===== config.mk =====
export PLATFORM = sky130hd
export DESIGN_NAME = register_bank
export DESIGN_NICKNAME = d
export VERILOG_FILES = /design/src/rtl/register_bank.sv
export SDC_FILE = /design/constraint.sdc
export NUM_CORES = 1
export LEC_CHECK = 0
export BUFFER_PORTS_ARGS = -buffer_cell sky130_fd_sc_hd__buf_4
export CAP_MARGIN = 20
export CORE_UTILIZATION = 33
export DETAILED_ROUTE_END_ITERATION = 10
export HOLD_SLACK_MARGIN = 0.06
export PLACE_DENSITY_LB_ADDON = 0.2
export SLEW_MARGIN = 40
export SYNTH_ARGS = -nofsm -noshare
export SYNTH_HDL_FRONTEND = slang
export SYNTH_HIERARCHICAL = 1
export SYNTH_SLANG_ARGS = --single-unit

===== constraint.sdc =====
create_clock -name clk -period 5.53 [get_ports clk]
set_input_delay 1.659 -clock clk [delete_from_list [all_inputs] [get_ports clk]]
set_output_delay 1.659 -clock clk [all_outputs]
set_load 0.02 [all_outputs]

===== src/rtl/register_bank.sv =====
// register_bank: DEPTH x WIDTH register file with one operate port and two
// combinational read ports.
//
// The operate port applies LOAD / INC / DEC / CLR to reg[wr_addr] on the
// rising clk edge when wr_en is high. The registered flags describe the
// result of the last accepted operation:
//   carry - INC wrapped from all-ones, or DEC wrapped from zero
//   zero  - the result equalled 0
// With ZERO_REG=1, register 0 is hard-wired to 0. Operations aimed at it
// still compute a result and update the flags, but nothing is stored.
//
// Ports:
//   clk, rst_n           clock; asynchronous active-low reset
//   wr_en, op, wr_addr   operation strobe, opcode, target register
//   wr_data              operand, used by LOAD only
//   rd_addr_a/rd_data_a  read port A (combinational)
//   rd_addr_b/rd_data_b  read port B (combinational)
//   carry, zero          flags from the last accepted operation

// One storage word. This is a plain enabled flop with async clear.
module register_bank_cell #(
  parameter int WIDTH = 8
)(
  input  logic             clk,
  input  logic             rst_n,
  input  logic             we,
  input  logic [WIDTH-1:0] d,
  output logic [WIDTH-1:0] q
);
  always_ff @(posedge clk or negedge rst_n) begin
    if (!rst_n)  q <= '0;
    else if (we) q <= d;
  end
endmodule

module register_bank #(
  parameter  int WIDTH    = 8,
  parameter  int DEPTH    = 8,
  parameter  int ZERO_REG = 0,
  localparam int AW       = $clog2(DEPTH)
)(
  input  logic             clk,
  input  logic             rst_n,
  input  logic             wr_en,
  input  logic [1:0]       op,
  input  logic [AW-1:0]    wr_addr,
  input  logic [WIDTH-1:0] wr_data,
  input  logic [AW-1:0]    rd_addr_a,
  output logic [WIDTH-1:0] rd_data_a,
  input  logic [AW-1:0]    rd_addr_b,
  output logic [WIDTH-1:0] rd_data_b,
  output logic             carry,
  output logic             zero
);

  typedef enum logic [1:0] {
    OP_LOAD = 2'b00,
    OP_INC  = 2'b01,
    OP_DEC  = 2'b10,
    OP_CLR  = 2'b11
  } op_e;

  typedef struct packed {
    logic             carry;
    logic [WIDTH-1:0] data;
  } result_t;

  logic [DEPTH-1:0][WIDTH-1:0] regs;
  logic [WIDTH-1:0]            old;
  result_t                     res;

  // With ZERO_REG set, regs[0] is constant 0. An operation on address 0
  // therefore computes from 0, which gives the flag behaviour expected of
  // a hard-wired zero register.
  assign old = regs[wr_addr];

  // Perform the add or subtract one bit wider than the data. The extra top
  // bit is then exactly the wrap indicator: the carry out of all-ones for
  // INC, and the borrow out of zero for DEC.
  always_comb begin
    res = '0;
    case (op)
      OP_LOAD: res.data = wr_data;
      OP_INC:  {res.carry, res.data} = {1'b0, old} + (WIDTH+1)'(1);
      OP_DEC:  {res.carry, res.data} = {1'b0, old} - (WIDTH+1)'(1);
      OP_CLR:  res = '0;
      default: res = '0;
    endcase
  end

  for (genvar i = 0; i < DEPTH; i++) begin : g_reg
    if (ZERO_REG != 0 && i == 0) begin : g_hard0
      assign regs[i] = '0;
    end else begin : g_cell
      register_bank_cell #(.WIDTH(WIDTH)) u_cell (
        .clk   (clk),
        .rst_n (rst_n),
        .we    (wr_en && (wr_addr == AW'(i))),
        .d     (res.data),
        .q     (regs[i])
      );
    end
  end

  always_ff @(posedge clk or negedge rst_n) begin
    if (!rst_n) begin
      carry <= 1'b0;
      zero  <= 1'b0;
    end else if (wr_en) begin
      carry <= res.carry;
      zero  <= (res.data == '0);
    end
  end

  // The reads are combinational, so a write issued in the same cycle only
  // becomes visible after the edge.
  assign rd_data_a = regs[rd_addr_a];
  assign rd_data_b = regs[rd_addr_b];

endmodule


After elaboration in Yosys (flattened, before gate mapping)

Index checks and enable logic that the tools add are counted.

Input bits: 22
Register bits after elaboration: 66
Output and inout bits: 18

$add $sub $neg: 2
Eq/ne operators: 10
Reductions and logical operators: 11
$lt $le $gt $ge: 3
Mux-type cells: 8

Operator list:

| kind                                                                         | number |
|---|---|
| 8-bit binary-select mux with 3-bit select                                    | 3 |
| 8-bit one-hot mux with 4 select lines                                        | 1 |
| 8-bit two-way mux                                                            | 3 |
| 3-bit equality test, second input constant                                   | 4 |
| 3-bit by 4-bit less-than comparator with 1-bit output, second input constant | 3 |
| 8-bit by 1-bit adder with 9-bit output, second input constant                | 1 |
| 8-bit by 1-bit subtractor with 9-bit output, second input constant           | 1 |
| 1-bit logical AND                                                            | 8 |
| 8-bit zero test                                                              | 1 |
| 3-bit by 2-bit equality test with 1-bit output, second input constant        | 2 |
| 2-bit equality test, second input constant                                   | 2 |
| 3-bit by 1-bit equality test with 1-bit output, second input constant        | 1 |
| 3-bit zero test                                                              | 1 |
| 2-bit by 1-bit equality test with 1-bit output, second input constant        | 1 |
| 2-bit zero test                                                              | 1 |
| 1-bit one-hot mux with 2 select lines                                        | 1 |

Depth between registers and ports, before layout

Depth in word-level cells: 5
Depth in mapped cells: 14

Cells and area by module

Netlist, hierarchy kept.

Modules (own cells, without submodules):

| module             | area each (um2) | times used | cells an instance |
|---|---|---|---|
| register_bank_cell | 331.6           | 8          | 17 |
| register_bank      | 2228.4          | 1          | 202 |

Worst setup path after synthesis

No wires, ideal clock.

Path kind: in2out
From: in rd_addr_a[0]
To: out rd_data_a[0]
Path buffers: 2
Arrival: 3461 ps
Data required time: 3871 ps
Setup slack: 410 ps
Cell stages on the path: 4
Cells stage by stage: clkbuf_1 -> buf_1 -> mux4_2 -> mux2_2

Longest elaborated chain between the ends: 2

RTL lines:

| element                                   | line | source |
|---|---|---|
| start: declaration                        | 48   | `input logic [AW-1:0] rd_addr_a,` |
| 8-bit binary-select mux with 3-bit select | 117  | `assign rd_data_a = regs[rd_addr_a];` |
| 8-bit two-way mux (not written as such)   | 117  |  |
| end: declaration                          | 49   | `output logic [WIDTH-1:0] rd_data_a,` |

No other way between the ends. The select of a mux whose other input is x is not followed.

Worst setup path after layout

From: in rd_addr_b[0]
To: out rd_data_b[6]

Longest elaborated chain between the ends: 2

RTL lines:

| element                                   | line | source |
|---|---|---|
| start: declaration                        | 50   | `input logic [AW-1:0] rd_addr_b,` |
| 8-bit binary-select mux with 3-bit select | 118  | `assign rd_data_b = regs[rd_addr_b];` |
| 8-bit two-way mux (not written as such)   | 118  |  |
| end: declaration                          | 51   | `output logic [WIDTH-1:0] rd_data_b,` |

No other way between the ends. The select of a mux whose other input is x is not followed.

==> impl_metrics.csv <==
group,metric,value,unit
synth,synth_top_area_share,33.8,%
layout,layout-drive-gt1-share,51.3,%
timing,max-slew-margin-rel,47.1,%
global_routing,antenna_found_initial,0,
clock_tree,tritoncts,"done",
clock_tree,insertion_delay,340,ps
critical_path,crit_chain,"buf_4 > mux4_2 > mux2_2 > buf_4",
timing,setup_viol,0,
die,die_y,124,um
synth,yosysWarnings,6,
global_routing,grt_max_degree,67,
global_routing,grt_pass1_vias,3375,
global_routing,grt_pass1_wl,20400,um
routing,routedWlPerCell,23.1,um
power,finalPower,2.14,mW
synth,netlist-cell-type-count,59,
placement,gp_congestion,0.933,
global_routing,gr-total-overflow,0,
die,io_pins,40,
layout,final_area,0.00560,mm2
layout,n_antenna_cell,0,
critical_path,cp.required,3870,ps
critical_path,critPathArrivalTime,3000,ps
die,die_area,0.0153,mm2
power,p_leak,2.47,nW
synth,synth_top_area_cell,"dfrtp_1",
die,core_area,0.0145,mm2
synth,synth_nets,365,
synth,seq_area_frac_synth,33.8,%
timing,rsz0062_at_grt,"no",
synth,synth_commonest_cells,"dfrtp_1 (66), mux2_4 (64), mux4_2 (32)",
timing,finalCriticalPeriod,4660,ps
routing,drt-pass1-iter-count,6,
timing,finalHoldViolCount,0,
status,status,"completed",
clock_tree,cts-htree-levels,3,
critical_path,cpMostUsedCell,"buf_4",
worst_hold_path,hold_class,"flop to flop",
clock_tree,cts_setup_buffers,0,
critical_path,crit_slowest_cell,"mux4_2",
routing,dr_total_vias,3161,
routing,initialDrtViolationCount,128,
placement,place.detailed.hpwl,8820,um
global_routing,track_usage,18.7,%
clock_tree,cts_hold_buf,0,
timing,final_max_slew_viol_count,0,
critical_path,worstSetupPathType,"input pin to output port",
placement,dpl_cell_area,0.00530,mm2
synth,synth-edff-count,0,
layout,area_delta_synth_final,14.7,%
power,power.density,383,mW/mm2
power,ir_drop,0.151,mV
synth,avgSynthCellArea,14.4,um2
critical_path,end_kind,"output port",
clock_tree,clkSlewWorstSetupHoldPaths,50,ps
timing,skew,8.32,ps
clock_tree,cts.sinks,66,
layout,layout.nets,400,
clock_tree,cts_buffers,9,
critical_path,worstPathMaxFanout,16,
critical_path,startpoint_type,"input pin",
timing,tightest_slew,791,ps
synth,ys.flop_type,"dfrtp_1",
placement,pre_cts_slack,570,ps
routing,drtAntennaViolNets,0,
synth,netlist_area,0.00488,mm2
critical_path,cp_slowest_stage_delay,540,ps
clock_tree,max-clock-path-buffers,2,
synth,ys_seq_elements,66,
placement,io_buffer_count,39,
timing,timing.fmax,214,MHz
die,die_w,124,um
timing,timing.setup.tns,0,ps
routing,via_per_inst,5.62,
routing,post-route-drc-count,0,
synth,synth.most_common_cell,"dfrtp_1",
clock_tree,root_buffer,"clkbuf_16",
synth,synth_area_leaders,"dfrtp_1 (34%), mux2_4 (20%), mux4_2 (15%), mux4_1 (5.4%), mux2_2 (4.2%)",
routing,totalWireLength,13000,um
die,initial_core_util,33.7,%
synth,async_flop_share,100,%
timing,post-route-period-util,84.3,%
synth,synth_cells,338,
die,row_count,44,
job,maxCapViolCount,0,
timing,layout_setup_ws,866,ps
placement,numPlacedInstances,546,
clock_tree,cts-resized-gates,0,
layout,final_cells,562,
area by class of cell:
cell class / count / area, um2
sequential: 66 / 1650
multi-input combinational: 236 / 3000
timing repair buffer: 51 / 387
fill: 1386 / 8880
inverter: 9 / 33.8
clock inverter: 6 / 67.6
tap: 184 / 230
clock buffer: 10 / 229
through the flow:
step / util, % / hold slack (ps)
after detailed placement: 36.6 / 533
after floorplan: - / 507
final: 38.7 / 542
after global routing: 38.7 / 558
after CTS: 38.6 / 550
after global placement: 36.5 / 533
layout by cell type (no fill, tap or decap), drive strengths merged, types with 2 or more instances in the layout:
cell / count
mux2: 82
dfrtp: 66
buf: 51
mux4: 42
mux2i: 13
nand2: 11
nor2: 11
clkbuf: 10
inv: 9
nand3: 9
o21ai: 7
xnor2: 6
ha: 5
or4: 4
nor2b: 3
nand4: 3
and2: 3
a22oi: 3
nor3: 3
clkinv: 3
o32a: 2
nand2b: 2
clkinvlp: 2
o211ai: 2
a31oi: 2
logic make-up after synthesis:
| group | count (synthesis) | share of synthesized area [%] |
|---|---|---|
| and+or+nand+nor | 58 | 6.67 |
| xor gates and xnor gates | 7 | 1.26 |
| adders and majority gates | 5 | 1.28 |
| AOI/OAI and AO/OA | 29 | 5.10 |
| buffers and inverters | 36 | 5.13 |
| DFF | 66 | 33.8 |
| muxes | 137 | 46.7 |
where the power goes:
| group | total [mW] | leakage (nW) | internal, mW | switching [mW] |
|---|---|---|---|---|
| combinational | 0.809 | 1.47 | 0.483 | 0.326 |
| clock | 0.576 | 0.139 | 0.350 | 0.226 |
| sequential | 0.757 | 0.859 | 0.616 | 0.141 |
worst max-delay path, delay by kind of cell:
family	cells	cell delay (ps)
buffers and inverters	2	480
muxes	2	840
flip-flops by register name, summed over array words and instances, names as in the netlist:
signal and count:
zero 1, g.g_cell.u_cell/q 64, carry 1
final timing paths:
check	from	endpoint	slack (ps)	cells after the start
worst max-delay path	rd_addr_b[0]	rd_data_b[6]	870	4
worst min-delay path	carry	carry	540	2
worst max register to register	g_reg[4].g_cell.u_cell/q[1]	zero	2390	9
worst min register to register	carry	carry	540	2
max in group asynchronous	rst_n	g_reg[7].g_cell.u_cell/q[5]	3770	1
min in group asynchronous	rst_n	g_reg[7].g_cell.u_cell/q[4]	1330	1
routing by layer:
metal  part of all wire [%]  GRT usage (%)  vias up  wire length (um)
met5                      0              0        -                 0
met3                    2.5           2.56       29               324
met2                     49           29.0       72              6330
li1                       -              -     1401                 -
met1                     45           25.3     1659              5840
met4                    3.8           9.94        0               493
No activity file was read; power rests on OpenSTA's default activity.
